[src/rtl/seq_multiplier.sv]
// Sequential shift-add multiplier: one partial product per clock, WIDTH iterations,
// signed mode handled by subtracting the final (sign-weighted) row.
module seq_multiplier #(
    parameter int unsigned WIDTH = 8
) (
    input  logic               clk,
    input  logic               rst,
    input  logic               start,
    input  logic               is_signed,
    input  logic [WIDTH-1:0]   a,
    input  logic [WIDTH-1:0]   b,
    output logic               busy,
    output logic               done,
    output logic [2*WIDTH-1:0] p
);

    localparam int unsigned PW = 2 * WIDTH;
    localparam int unsigned CW = $clog2(WIDTH);

    typedef enum logic [1:0] {
        IDLE = 2'd0,
        CALC = 2'd1,
        DONE = 2'd2
    } state_t;

    state_t          state;
    state_t          state_next;
    logic [CW-1:0]   cnt;
    logic [PW-1:0]   acc;
    logic [PW-1:0]   acc_next;
    logic [PW-1:0]   mcand;
    logic [WIDTH-1:0] mplier;
    logic            sgn;
    logic            last_c;

    assign last_c = (cnt == CW'(WIDTH - 1));

    always_ff @(posedge clk or posedge rst) begin
        if (rst) begin
            state <= IDLE;
        end else begin
            state <= state_next;
        end
    end

    always_comb begin
        state_next = state;
        case (state)
            IDLE:    if (start) state_next = CALC;
            CALC:    if (last_c) state_next = DONE;
            DONE:    state_next = IDLE;
            default: state_next = IDLE;
        endcase
    end

    // The top multiplier bit carries weight -2^(W-1) in signed mode, so that row is subtracted.
    always_comb begin
        acc_next = acc;
        if (mplier[0]) begin
            if (sgn && last_c) begin
                acc_next = acc - mcand;
            end else begin
                acc_next = acc + mcand;
            end
        end
    end

    always_ff @(posedge clk or posedge rst) begin
        if (rst) begin
            cnt    <= '0;
            acc    <= '0;
            mcand  <= '0;
            mplier <= '0;
            sgn    <= 1'b0;
            p      <= '0;
        end else begin
            case (state)
                IDLE: begin
                    if (start) begin
                        mcand  <= is_signed ? {{WIDTH{a[WIDTH-1]}}, a} : {{WIDTH{1'b0}}, a};
                        mplier <= b;
                        sgn    <= is_signed;
                        acc    <= '0;
                        cnt    <= '0;
                    end
                end
                CALC: begin
                    acc    <= acc_next;
                    mcand  <= mcand << 1;
                    mplier <= mplier >> 1;
                    cnt    <= cnt + CW'(1);
                    if (last_c) begin
                        p <= acc_next;
                    end
                end
                default: ;
            endcase
        end
    end

    // Status flags are registered from the next state so they line up with the state register.
    always_ff @(posedge clk or posedge rst) begin
        if (rst) begin
            busy <= 1'b0;
            done <= 1'b0;
        end else begin
            busy <= (state_next != IDLE);
            done <= (state_next == DONE);
        end
    end

endmodule

[config.mk]
export PLATFORM = sky130hd
export DESIGN_NAME = seq_multiplier
export DESIGN_NICKNAME = d
export VERILOG_FILES = /design/src/rtl/seq_multiplier.sv
export SDC_FILE = /design/constraint.sdc
export NUM_CORES = 1
export LEC_CHECK = 0
export CAP_MARGIN = 20
export CORE_UTILIZATION = 35
export CTS_CLUSTER_DIAMETER = 200
export DETAILED_ROUTE_END_ITERATION = 16
export GPL_TIMING_DRIVEN = 0
export SLEW_MARGIN = 20
export SYNTH_ARGS = -nofsm -noshare
export SYNTH_HDL_FRONTEND = slang
export SYNTH_SLANG_ARGS = --single-unit
[constraint.sdc]
create_clock -name clk -period 8.1 [get_ports clk]
set_input_delay 1.62 -clock clk [delete_from_list [all_inputs] [get_ports clk]]
set_output_delay 1.62 -clock clk [all_outputs]
set_load 0.03 [all_outputs]
; ---- Yosys cells after proc, flatten, opt, wreduce, memory -nomap -nowiden
; Cells that the tools add are included.
; W data, S select, Z words.
[op_classes]
mux = 14
shift = 0
n_reduce_logical = 7
div = 0
multipliers = 0
add_sub_neg = 3
eq_ne = 4
order_cmp = 0
bitwise = 0
[ops]
columns = operator, count
row1 = $mux W16, 5
row2 = $pmux W16 S2, 2
row3 = $add A16 B16 Y16, 1
row4 = $pmux W8 S2, 1
row5 = $sub A16 B16 Y16, 1
row6 = $mux W8, 1
row7 = $pmux W3 S2, 1
row8 = $reduce_and A2 Y1, 3
row9 = $mux W2, 2
row10 = $pmux W2 S2, 1
row11 = $reduce_bool A2 Y1, 2
row12 = $add A3 B1 Y3 const B, 1
row13 = $eq A3 B3 Y1 const B, 1
row14 = $mux W3, 1
row15 = $eq A2 B1 Y1 const B, 1
row16 = $eq A2 B2 Y1 const B, 1
row17 = $logic_not A2 Y1, 1
row18 = $ne A2 B2 Y1 const B, 1
row19 = $logic_and A1 B1 Y1, 1
[totals]
ram_bits = 0
memories = 0
latchBits = 0
regBits = 64
in_bits = 20
wordCells = 37
romBits = 0
output_inout_bits = 18

; ---- Longest topological paths before layout
[depth]
ltp_word = 5
mapped_depth = 15

; ---- Worst setup path after synthesis
; OpenSTA, ideal clock, no wires.
[synth_timing]
kind = reg-to-reg
from = register mcand[4]
to = register p[12]
stages_incl_launch_ff = 13
setup_time_ns = 0.126
t_required_ns = 7.974
t_arrival_ns = 3.175
period_less_slack_ns = 3.301
n_path_buf = 0
setup_slack_ns = 4.799
path_cell_list = dfrtp_1 > nor4_1 > nor4b_1 > nor2_1 > xnor2_1 > ha_1 > a21o_1 > a21oi_1 > nor2_1 > a211oi_1 > a21oi_1 > mux2i_1 > a311o_1
[synth_between]
elab_chain_len = 3
[synth_lines]
columns = element, line
row1 = "start, declared", 31  ; logic [PW-1:0] mcand;
row2 = "start signal, assigned", 80  ; mcand <= is_signed ? {{WIDTH{a[WIDTH-1]}}, a} : {{WIDTH{1'b0}}, a};
row3 = "start signal, assigned", 89  ; mcand <= mcand << 1;
row4 = $add A16 B16 Y16 / $sub A16 B16 Y16 (equally long branches), "63, 61"
row5 = $mux W16 *, 60  ; if (sgn && last_c) begin
row6 = $mux W16 *, 59  ; if (mplier[0]) begin
row7 = "end signal, assigned", 93  ; p <= acc_next;
row8 = "end, declared", 14  ; output logic [2*WIDTH-1:0] p
; Every way passes the cells marked *; elsewhere a longest branch is shown, timed or not.
; A chain may end at the register's enable or synchronous reset.

; ---- Final worst setup path
; Ends and elaborated chain as after synthesis.

==> flow_summary.json <==
{
  "status": "complete, no violations",
  "synthDistinctLibCells": 49,
  "placementRows": 37,
  "synth_area_um2": 3730,
  "core_area_um2": 10300,
  "synth_cells": 399,
  "max_stage_delay_ns": 0.71,
  "die_width_um": 105,
  "hold_viol": 0,
  "cap_violations": 0,
  "final.min_clock_period_ns": 3.93,
  "clk_latency_ns": 0.35,
  "synth_most_common_cell": "dfrtp_1",
  "crit_slowest_cell": "nor4b_1",
  "vias": 3034,
  "die_y_um": 105,
  "h-tree-depth": 3,
  "cts_sinks": 64,
  "grt_pass1_wl_um": 15000,
  "max_freq_mhz": 254,
  "dp_hpwl_um": 6520,
  "synthArstFlopShare_pct": 100,
  "syn-num-nets": 438,
  "portBuffers": 37,
  "cts_buffers": 9,
  "fin_tns_setup_ns": 0,
  "synth_seq_cells": 64,
  "synth_warnings": 0,
  "die-area_um2": 11100,
  "grt_max_degree": 38,
  "ctsHoldBuffers": 0,
  "post-route-drc-count": 0,
  "wl_per_cell_um": 15.0,
  "synthTopCellsByArea": "dfrtp_1, ha_1, o21ai_1, mux2i_1, nand2_1",
  "worst_ep_required_time_ns": 8.34,
  "syn_area_per_cell_um2": 9.36,
  "place_congestion": 0.854,
  "crit_type": "flop to flop",
  "ctsResizeCount": 0,
  "groute.usage.overall_pct": 17.5,
  "wl_um": 8820,
  "netlist.area_leader.share_pct": 42.9,
  "ys_top_cells_by_count": "dfrtp_1, nand2_1, o21ai_1",
  "antenna_cells": 0,
  "postRouteAntennaNets": 0,
  "antenna_found_initial": 0,
  "drive_above_1_share_pct": 7.06,
  "worstMarginPinSlew_ns": 0.782,
  "end_kind": "flop",
  "clock_path_buffers": 2,
  "setup-violations-final": 0,
  "yosysSeqAreaShare_pct": 42.9,
  "grt_remaining_overflow": 0,
  "path_max_fanout": 5,
  "path_cells": "nor4_1 > nor4b_1 > nor2_1 > xnor2_1 > ha_1 > a21o_1 > a21oi_1 > nor2_1 > a211oi_1 > a21oi_1 > mux2i_1 > a311o_1",
  "layout.nets": 487,
  "start_kind": "flop",
  "viasPerCell": 5.15,
  "clk_pin_slew_ns": 0.08,
  "start_util_pct": 36.2,
  "cts_setup_buffers": 0,
  "cp.arrival_ns": 4.17,
  "cts_tree": "built",
  "slew_headroom_pct": 47.2,
  "synth_top_area_cell": "dfrtp_1",
  "ys.flop_type": "dfrtp_1",
  "num_io_pins": 38,
  "grt_pass1_vias": 2927,
  "fin_crit_sh_pct": 48.6,
  "fillCellCount": 999,
  "rsz0062_at_grt": "false",
  "first_pass_iters": 4,
  "cts_root_buffer": "clkbuf_8",
  "drt_iter0_drc": 133,
  "area_delta_synth_final_pct": 21.0,
  "maxSlewViolCount": 0,
  "synth_enable_flop_cells": 0,
  "skew_ns": 0.0106,
  "hold_path_class": "flop to flop"
}
[sequential cells by signal (all words and copies together), names as in the netlist]
| register | cells |
|---|---|
| acc | 16 |
| busy | 1 |
| cnt | 3 |
| done | 1 |
| mcand | 16 |
| mplier | 8 |
| p | 16 |
| sgn | 1 |
| state | 2 |
[metrics by stage]
stage | utilization, % | cells | area (um2) | setup slack [ns] | hold WS (ns)
floorplan | - | 399 | 3730 | 4.80 | 0.454
global placement | 41.4 | 572 | 4270 | 3.71 | 0.465
detailed placement | 41.6 | 573 | 4300 | 4.21 | 0.473
CTS | 43.8 | 589 | 4520 | 4.19 | 0.491
global route | 43.8 | 589 | 4520 | 3.93 | 0.503
finish | 43.8 | 589 | 4520 | 4.17 | 0.483
[final cells by class]
cell class                 count  area [um2]  area share (%)
timing repair buffer          38         390            8.64
buffer                        22        93.8            2.08
multi-input combinational    301        1990            44.1
inverter                      12        47.5            1.05
clock buffer                  10         138            3.05
tap                          136         170            3.77
clock inverter                 6        82.6            1.83
sequential                    64        1600            35.5
[final timing paths]
kind	start	end	slack (ns)	depth (start not counted)
setup / recovery	mcand[4]	p[12]	4.17	12
hold / removal	p[10]	p[10]	0.48	2
setup reg to reg	mcand[4]	p[12]	4.17	12
hold reg to reg	p[10]	p[10]	0.48	2
max in group asynchronous	rst	mcand[11]	5.99	3
min in group asynchronous	rst	acc[12]	1.61	2
[routing by layer]
layer / part of all wire, % / track usage [%]
met5: 0 / 0
met4: 1.5 / 6.94
met1: 49 / 24.4
met3: 2.9 / 2.35
met2: 46 / 27.3
[worst max-delay path, delay by kind of cell (launching register included)]
kind / cells / cell delay, ns
simple gates: 4 / 1.41
compound gates: 5 / 1.29
flops: 1 / 0.44
fa+ha+maj: 1 / 0.36
xor+xnor: 1 / 0.17
mux: 1 / 0.15
[cell usage in the layout (no fill, tap or decap), drive strengths merged, types with 4 or more instances in the layout]
cell           instances
mux2i                 22
a22o                  12
clkdlybuf4s50         37
o21ai                 51
a22oi                  9
a21o                   7
nand3                  7
inv                   12
clkbuf                26
nor2                  20
o21a                   4
xnor2                 18
dfrtp                 64
buf                    7
a21oi                 24
xor2                   8
nor2b                  5
nand4                  4
ha                    18
nand2                 54
[logic make-up (layout without fill, tap and decap cells)]
logic type	count (synthesis)	in the layout	share of synthesized area, %
DFF	64	64	42.9
adders and majority gates	19	19	6.57
xor gates and xnor gates	26	26	6.10
muxes	23	23	6.53
AOI/OAI and AO/OA	122	122	20.3
buffers and inverters	34	88	3.72
and+or+nand+nor	111	111	13.9
Power is not shown: default switching activity piles up to over one toggle a cycle in this logic, so the estimate is an artifact.
